## src/rtl/pitch_game_pkg.sv

```systemverilog
// Shared types and screen constants for the pitch game pipeline.
// The renderer imports the same bounds so sprite placement stays consistent.
package pitch_game_pkg;

  typedef logic [9:0] height_t;

  typedef enum logic [2:0] {
    StIdle,
    StMed,
    StEma,
    StTgt,
    StOut
  } tracker_state_t;

  localparam int unsigned ScreenYFloor = 440;
  localparam int unsigned ScreenYCeil  = 40;

endpackage

```

## src/rtl/player_y_tracker_if.sv

```systemverilog
// Frame-rate link between the pitch detector side and the player Y tracker.
interface player_y_tracker_if;
  import pitch_game_pkg::*;

  height_t height;
  logic    frame_tick;
  height_t player_y;
  logic    y_valid;

  modport master (
    output height,
    output frame_tick,
    input  player_y,
    input  y_valid
  );

  modport slave (
    input  height,
    input  frame_tick,
    output player_y,
    output y_valid
  );

endinterface

```

## src/rtl/median3.sv

```systemverilog
// Combinational median of three unsigned 10-bit values.
module median3
  import pitch_game_pkg::*;
(
  input  height_t a_i,
  input  height_t b_i,
  input  height_t c_i,
  output height_t med_o
);

  height_t lo, hi;

  always_comb begin
    lo = (a_i < b_i) ? a_i : b_i;
    hi = (a_i < b_i) ? b_i : a_i;
    // Median is c unless c falls outside [lo, hi]
    if (c_i >= hi) begin
      med_o = hi;
    end else if (c_i <= lo) begin
      med_o = lo;
    end else begin
      med_o = c_i;
    end
  end

endmodule

```

## src/rtl/player_y_tracker.sv

```systemverilog
// Per-frame pitch height to on-screen player Y: median, EMA, map, clamp, rate limit,
// with a gravity fall toward the floor during sustained silence.
module player_y_tracker
  import pitch_game_pkg::*;
#(
  parameter int unsigned Y_FLOOR     = ScreenYFloor,
  parameter int unsigned Y_CEIL      = ScreenYCeil,
  parameter int unsigned SCALE_SHIFT = 1,
  parameter int unsigned EMA_SHIFT   = 2,
  parameter int unsigned MAX_STEP    = 8,
  parameter int unsigned HOLD_FRAMES = 4,
  parameter int unsigned FALL_STEP   = 4
) (
  input logic               clk,
  input logic               reset,
  player_y_tracker_if.slave bus
);

  localparam logic signed [11:0] FloorS = 12'(Y_FLOOR);
  localparam logic signed [11:0] CeilS  = 12'(Y_CEIL);
  localparam logic signed [11:0] StepS  = 12'(MAX_STEP);
  localparam logic signed [11:0] FallS  = 12'(FALL_STEP);
  localparam logic [7:0]         HoldCnt = 8'(HOLD_FRAMES);

  tracker_state_t state_q, state_d;
  height_t h0_q, h0_d, h1_q, h1_d, h2_q, h2_d;
  height_t med_q, med_d, med_w;
  height_t ema_q, ema_d;
  height_t tgt_q, tgt_d;
  height_t y_q, y_d;
  logic [7:0] sil_q, sil_d;
  logic valid_q, valid_d;

  logic signed [10:0] ema_diff, ema_step;
  logic signed [11:0] tgt_raw, mv;

  median3 u_median3 (
    .a_i  (h0_q),
    .b_i  (h1_q),
    .c_i  (h2_q),
    .med_o(med_w)
  );

  always_comb begin
    state_d  = state_q;
    h0_d     = h0_q;
    h1_d     = h1_q;
    h2_d     = h2_q;
    med_d    = med_q;
    ema_d    = ema_q;
    tgt_d    = tgt_q;
    y_d      = y_q;
    sil_d    = sil_q;
    valid_d  = 1'b0;
    ema_diff = $signed({1'b0, med_q}) - $signed({1'b0, ema_q});
    ema_step = ema_diff >>> EMA_SHIFT;
    tgt_raw  = '0;
    mv       = '0;

    unique case (state_q)
      StIdle: begin
        if (bus.frame_tick) begin
          h0_d = bus.height;
          h1_d = h0_q;
          h2_d = h1_q;
          if (bus.height != '0) begin
            sil_d = '0;
          end else if (sil_q != HoldCnt) begin
            sil_d = sil_q + 8'd1;
          end
          state_d = StMed;
        end
      end
      StMed: begin
        med_d   = med_w;
        state_d = StEma;
      end
      StEma: begin
        // Modular add of the signed step; the result always lies between ema and med
        ema_d   = 10'(ema_q + ema_step);
        state_d = StTgt;
      end
      StTgt: begin
        if (sil_q == HoldCnt) begin
          tgt_raw = $signed({2'b00, y_q}) + FallS;
        end else begin
          tgt_raw = FloorS - $signed({2'b00, ema_q >> SCALE_SHIFT});
        end
        if (tgt_raw < CeilS) begin
          tgt_d = 10'(Y_CEIL);
        end else if (tgt_raw > FloorS) begin
          tgt_d = 10'(Y_FLOOR);
        end else begin
          tgt_d = tgt_raw[9:0];
        end
        state_d = StOut;
      end
      StOut: begin
        mv = $signed({2'b00, tgt_q}) - $signed({2'b00, y_q});
        if (mv > StepS) begin
          y_d = y_q + 10'(MAX_STEP);
        end else if (mv < -StepS) begin
          y_d = y_q - 10'(MAX_STEP);
        end else begin
          y_d = tgt_q;
        end
        valid_d = 1'b1;
        state_d = StIdle;
      end
      default: state_d = StIdle;
    endcase
  end

  always_ff @(posedge clk or posedge reset) begin
    if (reset) begin
      state_q <= StIdle;
      h0_q    <= '0;
      h1_q    <= '0;
      h2_q    <= '0;
      med_q   <= '0;
      ema_q   <= '0;
      tgt_q   <= 10'(Y_FLOOR);
      y_q     <= 10'(Y_FLOOR);
      sil_q   <= '0;
      valid_q <= 1'b0;
    end else begin
      state_q <= state_d;
      h0_q    <= h0_d;
      h1_q    <= h1_d;
      h2_q    <= h2_d;
      med_q   <= med_d;
      ema_q   <= ema_d;
      tgt_q   <= tgt_d;
      y_q     <= y_d;
      sil_q   <= sil_d;
      valid_q <= valid_d;
    end
  end

  assign bus.player_y = y_q;
  assign bus.y_valid  = valid_q;

endmodule

```

## src/flat_wrapper.sv

```systemverilog
// flat-port wrapper written by rule: the top's interface ports become plain ports
module player_y_tracker_flat import pitch_game_pkg::*;
#(
  parameter int unsigned Y_FLOOR     = ScreenYFloor,
  parameter int unsigned Y_CEIL      = ScreenYCeil,
  parameter int unsigned SCALE_SHIFT = 1,
  parameter int unsigned EMA_SHIFT   = 2,
  parameter int unsigned MAX_STEP    = 8,
  parameter int unsigned HOLD_FRAMES = 4,
  parameter int unsigned FALL_STEP   = 4
)
  (clk, reset, bus_height, bus_frame_tick, bus_player_y, bus_y_valid);
  player_y_tracker_if bus_i ();
  input logic clk;
  input logic reset;
  input wire logic [$bits(bus_i.height)-1:0] bus_height;
  input wire logic [$bits(bus_i.frame_tick)-1:0] bus_frame_tick;
  output wire logic [$bits(bus_i.player_y)-1:0] bus_player_y;
  output wire logic [$bits(bus_i.y_valid)-1:0] bus_y_valid;
  assign bus_i.height = bus_height;
  assign bus_i.frame_tick = bus_frame_tick;
  assign bus_player_y = bus_i.player_y;
  assign bus_y_valid = bus_i.y_valid;
  player_y_tracker #(.Y_FLOOR(Y_FLOOR), .Y_CEIL(Y_CEIL), .SCALE_SHIFT(SCALE_SHIFT), .EMA_SHIFT(EMA_SHIFT), .MAX_STEP(MAX_STEP), .HOLD_FRAMES(HOLD_FRAMES), .FALL_STEP(FALL_STEP)) u_core (.clk(clk), .reset(reset), .bus(bus_i));
endmodule
```

## config.mk

```make
export PLATFORM = sky130hd
export DESIGN_NAME = player_y_tracker_flat
export DESIGN_NICKNAME = d
export VERILOG_FILES = /design/src/rtl/pitch_game_pkg.sv /design/src/rtl/player_y_tracker_if.sv /design/src/rtl/median3.sv /design/src/rtl/player_y_tracker.sv /design/src/flat_wrapper.sv
export SDC_FILE = /design/constraint.sdc
export NUM_CORES = 1
export LEC_CHECK = 0
export ABC_AREA = 1
export CORE_UTILIZATION = 50
export CTS_CLUSTER_DIAMETER = 50
export CTS_CLUSTER_SIZE = 12
export DETAILED_ROUTE_END_ITERATION = 8
export PLACE_DENSITY = 0.67
export SLEW_MARGIN = 20
export SYNTH_ARGS = -nofsm -noshare
export SYNTH_HDL_FRONTEND = slang
export SYNTH_HIERARCHICAL = 1
export SYNTH_SLANG_ARGS = --single-unit
```

## constraint.sdc

```tcl
create_clock -name clk -period 7.9 [get_ports clk]
set_clock_uncertainty 0.05 [all_clocks]
set_input_delay 1.58 -clock clk [delete_from_list [all_inputs] [get_ports clk]]
set_output_delay 1.58 -clock clk [all_outputs]
set_load 0.01 [all_outputs]
```

After elaboration in Yosys (flattened, before gate mapping) --
Cells that the tools add are included.
Word-level totals: flip-flop bits (word level) 82, bits of input ports 13, output and inout port bits 11, logic and storage cells 52
Operators by class: $add $sub $neg 8, order comparisons 7, equality and inequality tests 7, multiplexer cells 15, reduce and logical (&&, ||, !) cells 5
Operator list (number):
- two-way mux 10 bit | 8
- two-way mux 12 bit | 2
- subtractor 10 x 10 -> 11 bit | 2
- two-way mux 8 bit | 2
- greater-than comparator 12 x 10 -> 1 bit (second input constant) | 1
- greater-than comparator 12 x 5 -> 1 bit (second input constant) | 1
- less-than comparator 12 x 4 -> 1 bit (second input constant) | 1
- less-than comparator 12 x 7 -> 1 bit (second input constant) | 1
- case mux 3 bit (4 select lines) | 1
- adder 10 x 3 -> 11 bit (second input constant) | 1
- adder 10 bit | 1
- adder 10 x 4 -> 10 bit (second input constant) | 1
- greater-or-equal comparator 10 bit | 1
- <= comparator 10 bit | 1
- less-than comparator 10 bit | 1
- nonzero test 10 bit | 1
- subtractor 10 x 4 -> 10 bit (second input constant) | 1
- subtractor 9 x 9 -> 10 bit (first input constant) | 1
- adder 8 x 1 -> 8 bit (second input constant) | 1
- equality test 8 x 3 -> 1 bit (second input constant) | 1
- != test 8 x 3 -> 1 bit (second input constant) | 1
- equality test 3 x 2 -> 1 bit (second input constant) | 2
- equality test 3 x 1 -> 1 bit (second input constant) | 1
- equality test 3 bit (second input constant) | 1
- 7 further kinds | 7

Logic depth before layout (Yosys ltp) --
Gate-level depths: netlist of the first run.
depth in word-level cells 6, mapped depth 24, depth with buffers taken out 23

By module --
The synthesis of the first run kept the hierarchy.
By module, submodules not included:
- player_y_tracker | times used 1, cells an instance 748, area each 5559.1 um^2, sequential area each 2064.5 um^2
- median3 | times used 1, cells an instance 240, area each 1356.3 um^2, sequential area each 0.0 um^2

Worst setup path before layout of the first run --
OpenSTA, ideal clock, no wires.
path type reg2reg, start register u_core.ema_q[1], end register u_core.ema_q[8], setup time 0.132 ns, data arrival time 2.772 ns, path slack 4.947 ns, cell stages (with the launch flop) 19, buffers on the path 0, period minus slack after synthesis 2.953 ns, path through dfrtp_1 -> inv_1 -> ha_1 -> a21oi_1 -> inv_1 -> a21oi_1 -> xor2_1 -> inv_1 -> fa_1 -> nand3_1 -> nand3_1 -> nand2_1 -> nand2_1 -> a21oi_1 -> nor2_1 -> o21ai_0 -> nand3_1 -> nand3_1 -> o21ai_0
On the way: longest elaborated chain between the ends 2
RTL lines:
- from (decl) | RTL line player_y_tracker.sv:28 | height_t ema_q, ema_d;
- from (signal assigned) | RTL line player_y_tracker.sv:132 | ema_q <= ema_d;
- subtractor 10 x 10 -> 11 bit | RTL line player_y_tracker.sv:55 | ema_diff = $signed({1'b0, med_q}) - $signed({1'b0, ema_q});
- adder 10 bit (*) | RTL line player_y_tracker.sv:80 | ema_d = 10'(ema_q + ema_step);
Mark *: on every way between the ends. The rest lies on a longest branch, timed or not. A chain may end at the register's enable or synchronous reset.

Final worst setup path of the first run --
start register u_core.h1_q[9], end register u_core.med_q[7]
On the way: longest elaborated chain between the ends 5, elaborated cells on any way between the ends 7, classes of those cells order compare: 3; mux: 4
RTL lines:
- from (decl) | RTL line player_y_tracker.sv:26 | height_t h0_q, h0_d, h1_q, h1_d, h2_q, h2_d;
- from (signal assigned) | RTL line player_y_tracker.sv:118 | h1_q <= '0;
- from (signal assigned) | RTL line player_y_tracker.sv:129 | h1_q <= h1_d;
- less-than comparator 10 bit | RTL line median3.sv:14, median3.sv:15
- two-way mux 10 bit | RTL line median3.sv:14 | lo = (a_i < b_i) ? a_i : b_i;
- <= comparator 10 bit | RTL line median3.sv:19 | end else if (c_i <= lo) begin
- two-way mux 10 bit | RTL line median3.sv:19
- two-way mux 10 bit (*) | RTL line median3.sv:17 | if (c_i >= hi) begin
- net u_core.med_w[7] | RTL line player_y_tracker.sv:27 | height_t med_q, med_d, med_w;
- to (signal assigned) | RTL line player_y_tracker.sv:131 | med_q <= med_d;
- to (decl) | RTL line player_y_tracker.sv:27
Mark *: on every way through the listed nets, which the timed path passes. The rest lies on a longest branch.

==> tab_implementation.tex, run 1 <==
\begin{tabular}{lr}
\hline
Metric & Value \\
\hline
\multicolumn{2}{l}{\textbf{Clock network}} \\
Number of H-tree branching levels & 3 \\
Later-pin clock latency in the skew report & 350 ps \\
Sinks on Clock Net & 82 \\
TritonCTS Buffers & 9 \\
CTS clk-pin slew, worst paths & 60 ps \\
Number of cells upsized or downsized after cts & 0 \\
Buffer depth of the longest clock path & 2 \\
CTS tree & built \\
Hold buffer count at cts & 0 \\
Post CTS Setup Buffer Count & 0 \\
Cell chosen for the clock root & sky130\_fd\_sc\_hd\_\_clkbuf\_16 \\
\multicolumn{2}{l}{\textbf{Job}} \\
Number of max-cap violations & 0 \\
\multicolumn{2}{l}{\textbf{Synth}} \\
Post-Synthesis Net Count & 1066 \\
Post-synth cell types & 48 \\
Cell count after synthesis & 988 \\
Proportion of synthesized flip-flops having asynchronous set or reset & 100.0\% \\
Flops \& latches, synth & 82 \\
Main flop type after synthesis & sky130\_fd\_sc\_hd\_\_dfrtp\_1 \\
Count of warnings emitted by yosys & 6 \\
Count of flip-flops with a built-in enable after synthesis & 0 \\
Share of synthesized area occupied by flip-flops and latches & 29.85\% \\
Avg Inst Size Synth & 6.999 um2 \\
Syn Std Cell Area & 0.006915 mm2 \\
\multicolumn{2}{l}{\textbf{Die}} \\
Chip height & 119.6 um \\
Placeable core area & 0.01335 mm2 \\
Number of top-level pins & 24 \\
Die area & 0.01431 mm2 \\
Placement row count & 42 \\
Floorplan die width & 119.6 um \\
Starting Density & 51.81\% \\
\multicolumn{2}{l}{\textbf{Placed design}} \\
Final HPWL DP & 12.21 mm \\
Port buffer count & 23 \\
Final weighted congestion in routability-driven placement & 0.9036 \\
\multicolumn{2}{l}{\textbf{Worst setup path}} \\
Worst EP required & 8080 ps \\
Type of origin of the critical path & flip-flop \\
Startpoint of the most critical register-to-register path & u\_core/h1\_q[9]\$\_DFFE\_PP0P\_ \\
Reg-to-reg critical path endpoint & u\_core/med\_q[7]\$\_DFFE\_PP0P\_ \\
Crit path capture type & flip-flop \\
Number of cells traversed by the worst register-to-register path & 18 \\
Critical path start-end classification & reg -> reg \\
Critical path arrival & 4490 ps \\
Largest fanout on the critical path & 20 \\
R2R setup slack & 3590 ps \\
\multicolumn{2}{l}{\textbf{Run status}} \\
Status & completed \\
\multicolumn{2}{l}{\textbf{Min path}} \\
Type of the tightest min-delay check & reg -> reg \\
Cell depth of the worst hold path & 1 \\
Start point of the worst hold path & u\_core/sil\_q[7]\$\_DFFE\_PP0P\_ \\
Worst min-delay path endpoint & u\_core/sil\_q[7]\$\_DFFE\_PP0P\_ \\
\multicolumn{2}{l}{\textbf{Final layout}} \\
Most common cell after layout, fill and taps aside & sky130\_fd\_sc\_hd\_\_nand2\_1 \\
Number of inserted filler cells in the final layout & 1321 \\
Number of antenna repair diodes & 0 \\
Proportion of layout cells with a drive suffix above 1 & 9.496\% \\
Layout net count & 1084 \\
Most frequent cells in the layout & 323 x sky130\_fd\_sc\_hd\_\_nand2\_1, 121 x sky130\_fd\_sc\_hd\_\_inv\_1, 103 x sky130\_fd\_sc\_hd\_\_nand3\_1 \\
Syn-to-layout area delta & 9.535\% \\
\multicolumn{2}{l}{\textbf{GRT}} \\
Total overflow reported by the global router & 0 \\
Via count of the first global-routing pass & 5731 \\
Maximum number of pins on one net before global-route repair & 83 \\
Global routing usage summed across all routing layers & 24.01\% \\
Global-route wire length before repair & 27.49 mm \\
Initial antenna violation count & 0 \\
\multicolumn{2}{l}{\textbf{Routing}} \\
DRC violation total after the first TritonRoute iteration & 418 \\
Routed wire length on met3 & 604 um \\
DRC errors left & 0 \\
Via total after detailed routing & 6194 \\
Met1 WL & 8.261 mm \\
Total wirelength of the detailed-routed design & 15.88 mm \\
Met2 wire length & 6.847 mm \\
Top routing layer in use & met4 \\
Wire length per cell & 13.38 um \\
Via-per-instance ratio & 5.218 \\
DRT antenna net count & 0 \\
First-pass DRT Iterations & 7 \\
\multicolumn{2}{l}{\textbf{Timing}} \\
Unrepaired setup endpoints after global routing & false \\
Final hold violation count & 0 \\
Worst slew margin relative to its limit & 46.08\% \\
Accumulated negative setup slack & 0 ps \\
Top achievable clock speed & 0.2318 GHz \\
Final count of pins violating max slew & 0 \\
Endpoints failing setup & 0 \\
Final critical-path required period & 4314 ps \\
Least-Margin Pin Slew & 808.8 ps \\
Final period utilization & 54.61\% \\
\hline
\end{tabular}
through the flow:
step           cells  worst slack (ps)  hold WS, ps  area, um2  utilization (%)
2_1_floorplan    988              4178        388.8       6915                -
3_3_place_gp    1171              3642        406.7       7281            54.55
3_5_place_dp    1171              3610        407.2       7281            54.55
4_1_cts         1187              3596        422.5       7571            56.72
5_1_grt         1187              3130        427.7       7575            56.75
6_report        1187              3586        423.0       7575            56.75
synthesized netlist by cell type, types with 17 or more instances:
library cell,instances,area [um2]
sky130_fd_sc_hd__nand4_1,19,118.9
sky130_fd_sc_hd__nand2_2,17,106.4
sky130_fd_sc_hd__ha_1,63,788.3
sky130_fd_sc_hd__dfrtp_1,72,1802
sky130_fd_sc_hd__nand2_1,323,1212
sky130_fd_sc_hd__xor2_1,17,148.9
sky130_fd_sc_hd__inv_1,122,457.9
sky130_fd_sc_hd__o21ai_0,27,135.1
sky130_fd_sc_hd__nor2_1,56,210.2
sky130_fd_sc_hd__nand3_1,103,515.5
sky130_fd_sc_hd__a21oi_1,30,150.1
critical path, stage by stage (launching register included):
cell and delay [ps]:
sky130_fd_sc_hd__dfrtp_1 390, sky130_fd_sc_hd__inv_1 80, sky130_fd_sc_hd__ha_1 290, sky130_fd_sc_hd__nand2_1 70, sky130_fd_sc_hd__nor2_1 140, sky130_fd_sc_hd__nand3_1 340, sky130_fd_sc_hd__nand3_2 410, sky130_fd_sc_hd__inv_1 270
sky130_fd_sc_hd__nand2_1 150, sky130_fd_sc_hd__nand2_1 60, sky130_fd_sc_hd__ha_1 310, sky130_fd_sc_hd__nand2_1 80, sky130_fd_sc_hd__nor2_1 150, sky130_fd_sc_hd__o211ai_1 110, sky130_fd_sc_hd__nand4_1 380, sky130_fd_sc_hd__clkinv_1 390
sky130_fd_sc_hd__nand3_1 190, sky130_fd_sc_hd__nand2_1 70, sky130_fd_sc_hd__mux2_2 250
registers in the layout, summed over array words and instances, names as in the netlist:
name and flops:
u_core/tgt_q 10, u_core/h1_q 10, u_core/h0_q 10, u_core/ema_q 10, u_core/bus.y_valid 1, u_core/h2_q 10
u_core/bus.player_y 10, u_core/sil_q 8, u_core/state_q 3, u_core/med_q 10
routing by layer:
| metal | global-route usage (%) | vias up |
|---|---|---|
| li1 | - | 3234 |
| met3 | 3.850 | 13 |
| met1 | 35.26 | 2828 |
| met2 | 36.45 | 119 |
| met4 | 6.328 | 0 |
| met5 | 0 | - |
layout make-up:
class                      instances  area (um2)  share of cell area, %
clock inverter                     5       37.54                 0.4955
tap                              176       220.2                  2.907
timing repair buffer              25       249.0                  3.287
multi-input combinational        756        4254                  56.16
sequential                        82        2064                  27.25
clock buffer                      11       252.7                  3.337
inverter                         132       496.7                  6.558
how the worst max path moves through the flow:
stage	startpoint	endpoint	slack [ps]
after detailed placement	u_core/h1_q[9]$_DFFE_PP0P_	u_core/med_q[2]$_DFFE_PP0P_	3610
after global placement	u_core/h1_q[9]$_DFFE_PP0P_	u_core/med_q[5]$_DFFE_PP0P_	3640
final	u_core/h1_q[9]$_DFFE_PP0P_	u_core/med_q[7]$_DFFE_PP0P_	3590
after CTS	u_core/h1_q[9]$_DFFE_PP0P_	u_core/med_q[2]$_DFFE_PP0P_	3600
after floorplan	reset	u_core/bus.player_y[0]$_DFFE_PP0P_	4180
after global routing	u_core/h1_q[8]$_DFFE_PP0P_	u_core/med_q[5]$_DFFE_PP0P_	3130
logic make-up after synthesis:
group | count (synthesis) | synth area share [%]
flops | 82 | 29.85
xor+xnor | 23 | 2.913
mux | 9 | 1.466
compound gates | 82 | 6.894
buf+inv | 150 | 8.630
fa+ha+maj | 65 | 11.98
simple gates | 577 | 38.27
Power of run 1 is left out: the tool's default activity adds up to more than one toggle a clock period on the data nets, which glitch-free logic cannot reach.
==> run 2, diff against run 1 <==
--- a/config.mk
+++ b/config.mk
@@ -10,7 +10,7 @@
 export CTS_CLUSTER_DIAMETER = 50
 export CTS_CLUSTER_SIZE = 12
 export DETAILED_ROUTE_END_ITERATION = 8
-export PLACE_DENSITY = 0.67
+export PLACE_DENSITY = 0.7
 export SLEW_MARGIN = 20
 export SYNTH_ARGS = -nofsm -noshare
 export SYNTH_HDL_FRONTEND = slang
==> constraint.sdc (replaced) <==
create_clock -name clk -period 3.59 [get_ports clk]
set_clock_uncertainty 0.05 [all_clocks]
set_input_delay 0.718 -clock clk [delete_from_list [all_inputs] [get_ports clk]]
set_output_delay 0.718 -clock clk [all_outputs]
set_load 0.01 [all_outputs]
==> tab_implementation.tex, run 2 (synthesis gave the netlist of run 1 again) <==
\begin{tabular}{lr}
\hline
Metric & Value \\
\hline
\multicolumn{2}{l}{\textbf{Timing}} \\
Smallest hold slack & 424.3 ps (+1.356 ps) \\
Worst slew margin relative to its limit & 65.40\% (+19 points) \\
Final critical-path required period & 3373 ps (-940.9 ps) \\
Worst path setup slack after routing & 216.6 ps (-3369 ps) \\
Least-Margin Pin Slew & 517.5 ps (-291.3 ps) \\
Final period utilization & 93.97\% (+39 points) \\
Final count of pins violating max slew & 0 (unchanged) \\
Top achievable clock speed & 0.2964 GHz (+28\%) \\
Final hold violation count & 0 (unchanged) \\
Endpoints failing setup & 0 (unchanged) \\
\multicolumn{2}{l}{\textbf{Die}} \\
Number of top-level pins & 24 (unchanged) \\
Floorplan die width & 119.6 um (unchanged) \\
Die area & 0.01431 mm2 (unchanged) \\
Chip height & 119.6 um (unchanged) \\
Placeable core area & 0.01335 mm2 (unchanged) \\
Placement row count & 42 (unchanged) \\
Starting Density & 51.81\% (unchanged) \\
\multicolumn{2}{l}{\textbf{Routing}} \\
Wire length per cell & 13.00 um (-2.8\%) \\
Routed wire length on met3 & 594 um (-1.7\%) \\
DRT antenna net count & 0 (unchanged) \\
Via-per-instance ratio & 5.168 (-0.97\%) \\
Top routing layer in use & met4 \\
DRC errors left & 0 (unchanged) \\
Met1 WL & 7.893 mm (-4.5\%) \\
First-pass DRT Iterations & 5 (-2) \\
DRC violation total after the first TritonRoute iteration & 365 (-13\%) \\
Via total after detailed routing & 6201 (+0.11\%) \\
Met2 wire length & 6.883 mm (+0.53\%) \\
Total wirelength of the detailed-routed design & 15.61 mm (-1.7\%) \\
\multicolumn{2}{l}{\textbf{Clock network}} \\
Buffer depth of the longest clock path & 2 (unchanged) \\
CTS clk-pin slew, worst paths & 60 ps (about the same) \\
Sinks on Clock Net & 82 (unchanged) \\
Hold buffer count at cts & 0 (unchanged) \\
Number of H-tree branching levels & 3 (unchanged) \\
Cell chosen for the clock root & sky130\_fd\_sc\_hd\_\_clkbuf\_16 \\
CTS tree & built \\
TritonCTS Buffers & 9 (unchanged) \\
Later-pin clock latency in the skew report & 340 ps (about the same) \\
\multicolumn{2}{l}{\textbf{Placed design}} \\
Port buffer count & 23 (unchanged) \\
Final HPWL DP & 11.86 mm (-2.8\%) \\
Setup slack at placement & 244.8 ps (-3366 ps) \\
Final weighted congestion in routability-driven placement & 0.8795 (-2.7\%) \\
Placed inst area & 0.007361 mm2 (+1.1\%) \\
\multicolumn{2}{l}{\textbf{GRT}} \\
Via count of the first global-routing pass & 5792 (+1.1\%) \\
Global routing usage summed across all routing layers & 23.47\% (-0.53 points) \\
Maximum number of pins on one net before global-route repair & 83 (unchanged) \\
Global-route wire length before repair & 27.13 mm (-1.3\%) \\
Initial antenna violation count & 0 (unchanged) \\
Total overflow reported by the global router & 0 (unchanged) \\
\multicolumn{2}{l}{\textbf{Worst setup path}} \\
Critical path start-end classification & reg -> reg \\
Worst EP required & 3760 ps (-4320 ps) \\
Critical path arrival & 3550 ps (-940 ps) \\
R2R setup slack & 220 ps (-3370 ps) \\
Cell mode on critical path & sky130\_fd\_sc\_hd\_\_nand2\_1 \\
Largest fanout on the critical path & 11 (-45\%) \\
Crit path capture type & flip-flop \\
Type of origin of the critical path & flip-flop \\
Largest stage delay, worst path & 400 ps (about the same) \\
Slowest library cell on the worst path & sky130\_fd\_sc\_hd\_\_dfrtp\_1 \\
Ordered cell list for the critical path & inv\_1 -> ha\_1 -> nand2\_1 -> nor2\_1 -> nand3\_1 -> nand3\_4 -> clkinvlp\_2 -> nand2\_1 -> nand2\_1 -> ha\_1 -> inv\_1 -> nor2\_1 -> o211ai\_1 -> nand4\_1 -> buf\_4 -> buf\_4 -> nand3\_1 -> nand2\_1 -> mux2\_2 \\
\multicolumn{2}{l}{\textbf{Final layout}} \\
Number of antenna repair diodes & 0 (unchanged) \\
Number of inserted filler cells in the final layout & 1298 (-1.7\%) \\
Proportion of layout cells with a drive suffix above 1 & 11.33\% (+1.8 points) \\
Syn-to-layout area delta & 12.01\% \\
Most common cell after layout, fill and taps aside & sky130\_fd\_sc\_hd\_\_nand2\_1 \\
Post-route standard cell area excluding fillers & 0.007746 mm2 (+2.3\%) \\
Layout net count & 1097 (+1.2\%) \\
Most frequent cells in the layout & 322 x sky130\_fd\_sc\_hd\_\_nand2\_1, 119 x sky130\_fd\_sc\_hd\_\_inv\_1, 103 x sky130\_fd\_sc\_hd\_\_nand3\_1 \\
Util after Layout & 58.03\% (+1.3 points) \\
\multicolumn{2}{l}{\textbf{Job}} \\
Number of max-cap violations & 0 (unchanged) \\
\multicolumn{2}{l}{\textbf{Min path}} \\
Type of the tightest min-delay check & reg -> reg \\
\multicolumn{2}{l}{\textbf{Run status}} \\
Status & completed \\
\hline
\end{tabular}
[run 2: worst max-delay path, delay by kind of cell (launching register included)]
family | cells | cell delay (ps)
buffers and inverters | 5 | 750
DFF | 1 | 400
AOI/OAI and AO/OA | 1 | 160
adders and majority gates | 2 | 580
muxes | 1 | 260
and+or+nand+nor | 10 | 1030
[run 2: layout make-up]
class	count	area, um2	share of cell area (%)
inverter	132	504.2	6.509
multi-input combinational	756	4284	55.31
timing repair inverter	2	12.51	0.1615
sequential	82	2064	26.65
tap	176	220.2	2.843
timing repair buffer	36	340.3	4.393
clock buffer	10	229.0	2.956
clock inverter	6	91.34	1.179
[run 2: final timing paths]
kind | cells past startpoint | start | to
max in group asynchronous | 3 | reset | u_core/tgt_q[4]$_DFFE_PP1P_
worst min-delay path | 1 | u_core/sil_q[7]$_DFFE_PP0P_ | u_core/sil_q[7]$_DFFE_PP0P_
min in group asynchronous | 3 | reset | u_core/sil_q[0]$_DFFE_PP0P_
worst max-delay path | 19 | u_core/h1_q[7]$_DFFE_PP0P_ | u_core/med_q[3]$_DFFE_PP0P_
worst max register to register | 19 | u_core/h1_q[7]$_DFFE_PP0P_ | u_core/med_q[3]$_DFFE_PP0P_
worst min register to register | 1 | u_core/sil_q[7]$_DFFE_PP0P_ | u_core/sil_q[7]$_DFFE_PP0P_
[run 2: per-layer routing]
layer	GRT usage, %	vias up
met4	7.969	0
met2	36.05	141
met5	0	-
met1	33.82	2792
met3	3.137	16
li1	-	3252
[run 2: stage by stage]
step	setup TNS, ps	std cells
finish	0	1200
global route	-56.49	1200
CTS	0	1196
detailed placement	0	1180
global placement	0	1180
floorplan	0	988
[run 2: what timing repair did]
action,in CTS,in global routing
buffers inserted,0,2
resized for setup,0,11
setup endpoints to repair,0,13
Power of run 2 is left out for the same reason.
==> run 3, diff against run 2 <==
--- a/config.mk
+++ b/config.mk
@@ -7,7 +7,6 @@
 export LEC_CHECK = 0
 export ABC_AREA = 1
 export CORE_UTILIZATION = 50
-export CTS_CLUSTER_DIAMETER = 50
 export CTS_CLUSTER_SIZE = 12
 export DETAILED_ROUTE_END_ITERATION = 8
 export PLACE_DENSITY = 0.7
==> results of run 3 <==
Same layout as run 2: the final DEF is identical, and so are final timing and power.
Power of run 3 is left out for the same reason.
